**src/rtl/memc_engine.sv**
```systemverilog
// memc_engine: multi-cycle word copy engine (memcpy) that stalls the core.
// Ports: clk/rst, multi_cy+src/dst/len start request, mem_* data-memory bus, stall/busy/done/align_err status.
module memc_engine #(
  parameter int unsigned WIDTH = 32,
  parameter int unsigned LEN_W = 16
) (
  input  logic             clk,
  input  logic             rst,
  input  logic             multi_cy,
  input  logic [WIDTH-1:0] src_addr,
  input  logic [WIDTH-1:0] dst_addr,
  input  logic [LEN_W-1:0] len,
  input  logic [WIDTH-1:0] mem_rdata,
  output logic [WIDTH-1:0] mem_addr,
  output logic             mem_re,
  output logic             mem_we,
  output logic [WIDTH-1:0] mem_wdata,
  output logic             stall,
  output logic             busy,
  output logic             done,
  output logic             align_err
);

  typedef enum logic [1:0] {
    IDLE,
    READ,
    WRITE,
    DONE
  } state_e;

  state_e           state_q;
  logic [WIDTH-1:0] src_q;
  logic [WIDTH-1:0] dst_q;
  logic [LEN_W-1:0] cnt_q;
  logic             align_q;

  logic misal;
  assign misal = (src_addr[1:0] != 2'b00) ||
                 (dst_addr[1:0] != 2'b00);

  always_ff @(posedge clk or negedge rst) begin
    if (!rst) begin
      state_q <= IDLE;
      src_q   <= '0;
      dst_q   <= '0;
      cnt_q   <= '0;
      align_q <= 1'b0;
    end else begin
      align_q <= 1'b0;
      unique case (state_q)
        IDLE: begin
          if (multi_cy) begin
            if (misal) begin
              align_q <= 1'b1;
            end else begin
              src_q   <= src_addr;
              dst_q   <= dst_addr;
              cnt_q   <= len;
              state_q <= (len == '0) ? DONE : READ;
            end
          end
        end
        READ: state_q <= WRITE;
        WRITE: begin
          src_q   <= src_q + WIDTH'(4);
          dst_q   <= dst_q + WIDTH'(4);
          cnt_q   <= cnt_q - LEN_W'(1);
          // last word when the count is about to hit zero
          state_q <= (cnt_q == LEN_W'(1)) ? DONE : READ;
        end
        DONE: state_q <= IDLE;
        default: state_q <= IDLE;
      endcase
    end
  end

  always_comb begin
    mem_addr  = '0;
    mem_re    = 1'b0;
    mem_we    = 1'b0;
    mem_wdata = '0;
    stall     = 1'b0;
    busy      = 1'b0;
    done      = 1'b0;
    unique case (state_q)
      IDLE: stall = multi_cy;
      READ: begin
        mem_addr = src_q;
        mem_re   = 1'b1;
        stall    = 1'b1;
        busy     = 1'b1;
      end
      WRITE: begin
        // read data returns this cycle and goes straight back out
        mem_addr  = dst_q;
        mem_we    = 1'b1;
        mem_wdata = mem_rdata;
        stall     = 1'b1;
        busy      = 1'b1;
      end
      DONE: begin
        busy = 1'b1;
        done = 1'b1;
      end
      default: ;
    endcase
  end

  assign align_err = align_q;

endmodule

```
**config.mk**
```make
export PLATFORM = sky130hd
export DESIGN_NAME = memc_engine
export DESIGN_NICKNAME = d
export VERILOG_FILES = /design/src/rtl/memc_engine.sv
export SDC_FILE = /design/constraint.sdc
export NUM_CORES = 1
export LEC_CHECK = 0
export ABC_AREA = 1
export CORE_ASPECT_RATIO = 1.25
export CORE_UTILIZATION = 50
export CTS_CLUSTER_DIAMETER = 80
export DETAILED_ROUTE_END_ITERATION = 12
export GPL_TIMING_DRIVEN = 0
export PLACE_DENSITY_LB_ADDON = 0.15
export SYNTH_ARGS = -nofsm -noshare
export SYNTH_HDL_FRONTEND = slang
export SYNTH_SLANG_ARGS = --single-unit
```
**constraint.sdc**
```tcl
create_clock -name clk -period 2.5 [get_ports clk]
set_input_delay 0.25 -clock clk [delete_from_list [all_inputs] [get_ports clk]]
set_output_delay 0.25 -clock clk [all_outputs]
set_load 0.1 [all_outputs]
```
==> run summary, run 1 <==
LOGIC SYNTHESIS
-----------------------------------------------------------------------------------------------
Most area-consuming cells after synthesis ........................................ dfrtp_1 (31%), nand2_1 (23%), nor2_1 (7.0%)
Total nets after synthesis .......................................................         1228
Area share of the largest cell type after synthesis ..............................       31.30%
Sequential share of the synthesized area .........................................       31.30%
Most area-hungry cell type in the Yosys netlist ..................................      dfrtp_1
Cells after synthesis ............................................................         1104
Number of synthesis warnings .....................................................            0
Flops & latches, synth ...........................................................           83
Syn Std Cell Area ................................................................    6636 um^2
Number of unique standard cell types used by synthesis ...........................           36
Average cell area after synthesis ................................................   6.011 um^2

CRITICAL PATH
-----------------------------------------------------------------------------------------------
CP required ......................................................................      2.25 ns
Arrival time at the worst endpoint ...............................................      2.23 ns
Worst setup startpoint ........................................................... state_q[1]$_DFFE_PN0P_
Critical path's top delay family ................................................. buffers and inverters
Depth of the worst register-to-register path .....................................            9
Number of gates on the worst path with buffers counted ...........................            6
Element type at the critical path start ..........................................    flip-flop
Slowest cell on the critical path ................................................      dfrtp_1
Worst Path Class, Setup ..........................................................      reg2out
Endpoint of the most critical setup path ......................................... mem_addr[15]
Critical register-to-register path startpoint .................................... state_q[0]$_DFFE_PN0P_
Stage delay of the slowest cell on the critical path .............................      0.43 ns
Number of buffer and inverter instances along the worst setup path ...............            4
Ordered cell list for the critical path .......................................... inv_1 -> ha_1 -> inv_1 -> buf_4 -> a21oi_4 -> buf_4
Worst Path Max Fanout ............................................................           10
Reg2Reg Capture Point ............................................................ cnt_q[15]$_DFFE_PN0P_
Crit path capture type ...........................................................  output port
Register-to-Register Setup Slack .................................................      0.24 ns

FLOORPLANNING
-----------------------------------------------------------------------------------------------
Total die area ...................................................................   13740 um^2
Number of cell rows ..............................................................           46
Die extent in x ..................................................................     105.0 um
Starting Density .................................................................       51.71%
Number of top-level pins .........................................................          185
Core ar. .........................................................................   12830 um^2
Vertical die dimension ...........................................................     130.8 um

DRT
-----------------------------------------------------------------------------------------------
Vias per inst ....................................................................        5.654
Total length of routed wires .....................................................     26.65 mm
1st-iter DRT viols ...............................................................          822
Final routed DRC violation total .................................................            0
DR WL/cell .......................................................................     18.09 um
Antenna Nets Post-Route ..........................................................            0
Number of iterations in the first detailed-routing pass ..........................            6
Via total after detailed routing .................................................         8328

LAYOUT
-----------------------------------------------------------------------------------------------
Antenna diode count ..............................................................            0
Fraction of the core area covered by cells at the end of the flow ................       74.89%
Commonest non-fill, non-tap cell in the layout ...................................      nand2_1
Most used cells in the layout excluding fill and tap cells ....................... nand2_1 (409), nor2_1 (124), clkdlybuf4s50_1 (116)
Relative area change from synthesis to final layout ..............................       44.83%
Fin cells ........................................................................         1473
Share of final-layout standard cells stronger than drive strength 1 ..............       17.09%
Post-route cell area .............................................................    9612 um^2
Number of nets in the layout .....................................................         1425

PLACE
-----------------------------------------------------------------------------------------------
Port buffer count ................................................................          184
Last weighted congestion value of the routability-driven placer ..................       0.9694
Setup Slack @ Placement ..........................................................   -0.9002 ns
Total placed instance area .......................................................    9198 um^2
Post-placement cell count ........................................................         1457
Placed wire-length estimate ......................................................     19.68 mm

CLOCK TREE
-----------------------------------------------------------------------------------------------
CTS tree .........................................................................         done
Root cell of the clock tree ......................................................    clkbuf_16
Clock insertion delay at the later pin of the skew report ........................      0.35 ns
Clock H-tree levels ..............................................................            3
Clock input transition at the sequential cells of the worst setup and hold paths .      0.07 ns
Sinks on the clock net ...........................................................           83
CTS max path bufs ................................................................            2
Clock buffer count from CTS ......................................................            9

MIN PATH
-----------------------------------------------------------------------------------------------
Path category of the worst min-delay check .......................................     in2async

TIMING
-----------------------------------------------------------------------------------------------
Count of endpoints failing setup in the final report .............................            0
Final cycle utilization of the critical path .....................................       99.36%
Total negative slack .............................................................         0 ns
Highest Clock Rate ...............................................................    402.6 MHz
Worst-margin pin slew ............................................................    0.9858 ns
Worst slew slack as a fraction of its limit ......................................       34.07%
Worst Clk Skew ...................................................................  0.006954 ns
Setup repair after global routing missed its margin ..............................         true
Time the final worst path needs with I/O delays and setup ........................     2.484 ns
Final worst setup slack ..........................................................   0.01598 ns
Number of pins with negative max-slew slack in the final report ..................            0
Number of hold violations in the final report ....................................            0

GLOBAL ROUTE
-----------------------------------------------------------------------------------------------
Vias in the first global route ...................................................         7996
Final global-route overflow total ................................................            0
Largest net degree at the start of global routing ................................           66
Initial antenna violation count ..................................................            0
First-pass GRT wire length .......................................................     41.16 mm
GRT Resource Usage Total .........................................................       39.46%

FLOW RUN
-----------------------------------------------------------------------------------------------
Max Cap Viol .....................................................................            0

PWR
-----------------------------------------------------------------------------------------------
Peak ir drop on the vdd network ..................................................     1.441 mV
Net switching share of the total power ...........................................       61.37%
Switching power summed over all nets .............................................   0.008596 W
Leakage ..........................................................................     4.263 nW
Power density normalized to cell area ............................................ 1457 nW/um^2
Internal Dissipation .............................................................   0.005410 W
Clock power frac .................................................................        10.6%
Comb pwr share ...................................................................        69.4%
Part of the total power dissipated in sequential elements ........................        20.1%

RUN STATUS
-----------------------------------------------------------------------------------------------
Result of the run ................................................................    completed

timing repair:
action | CTS | global route
hold buffers | 1 | 0
buffers inserted | 0 | 0
hold endpoints to repair | 18 | 0
setup endpoints to repair | 68 | 46
gates resized for setup | 459 | 13
final cells by class:
cell class | count | area (um^2)
clock buffers | 10 | 239.0
well taps | 168 | 210.2
repair buffers | 186 | 1907
clock inverters | 5 | 77.57
flip-flops and latches | 83 | 2077
plain buffers | 48 | 285.3
fillers | 1037 | 3223
inverters | 133 | 611.8
multi-input cells | 840 | 4204
how the worst min path moves through the flow:
stage                                  to  slack, ns  depth (start not counted)
finish              dst_q[30]$_DFFE_PN0P_       0.33                          2
global route        dst_q[29]$_DFFE_PN0P_       0.36                          2
CTS                 dst_q[29]$_DFFE_PN0P_       0.34                          2
detailed placement  dst_q[24]$_DFFE_PN0P_       0.16                          1
global placement     dst_q[1]$_DFFE_PN0P_       0.45                          2
floorplan             align_err$_DFF_PN0_      -0.05                          0
kinds of logic after synthesis:
family	synth area share, %
flip-flops	31.30
buffers and inverters	10.95
XOR/XNOR	0.7918
adder cells (fa/ha/maj)	1.697
AO/OA/AOI/OAI	13.31
AND/OR/NAND/NOR	41.95
state kept, by name (all words and copies together) (netlist names):
| name | count |
|---|---|
| cnt_q | 16 |
| align_err | 1 |
| src_q | 32 |
| dst_q | 32 |
| state_q | 2 |
synth_stat cells (all sizes together):
cell type,n
a21boi,8
a21oi,60
a22oi,3
a31oi,9
a32oi,1
and2,1
and3,1
buf,32
clkbuf,16
dfrtp,83
ha,9
inv,133
nand2,415
nand3,64
nand3b,5
nand4,20
nor2,137
nor3,19
nor4,1
o211ai,7
o21ai,67
o21bai,1
o221ai,1
o22ai,5
xnor2,2
xor2,4
power by group through the flow:
stage,logic [W],registers [W],clock network (W)
after floorplan,0.00703,0.00256,0
final,0.00971,0.00281,0.00148
after CTS,0.00953,0.00276,0.00148
after global routing,0.0102,0.00288,0.00152
after global placement,0.00920,0.00276,0
after detailed placement,0.00934,0.00277,0
per-stage QoR:
stage	total power, W	hold slack [ns]
floorplan	0.009584	-0.04559
global placement	0.01196	0.4497
detailed placement	0.01211	0.1630
CTS	0.01378	0.3443
global route	0.01464	0.3621
finish	0.01401	0.3314
layer usage:
metal  part of all wire, %  GRT usage [%]  up-vias
met4                   5.7          25.02        0
met5                     0              0        -
met3                   9.3          5.903      115
met1                    35          44.92     3795
met2                    50          70.08      516
li1                      -              -     3902
No activity file was read; power rests on OpenSTA's default activity.
==> run 2: changes to the inputs <==
ABC_CLOCK_PERIOD_IN_PS = 2500   (was unset)
==> results of run 2 <==
The final DEF is identical to that of run 1; final timing and power are the same.
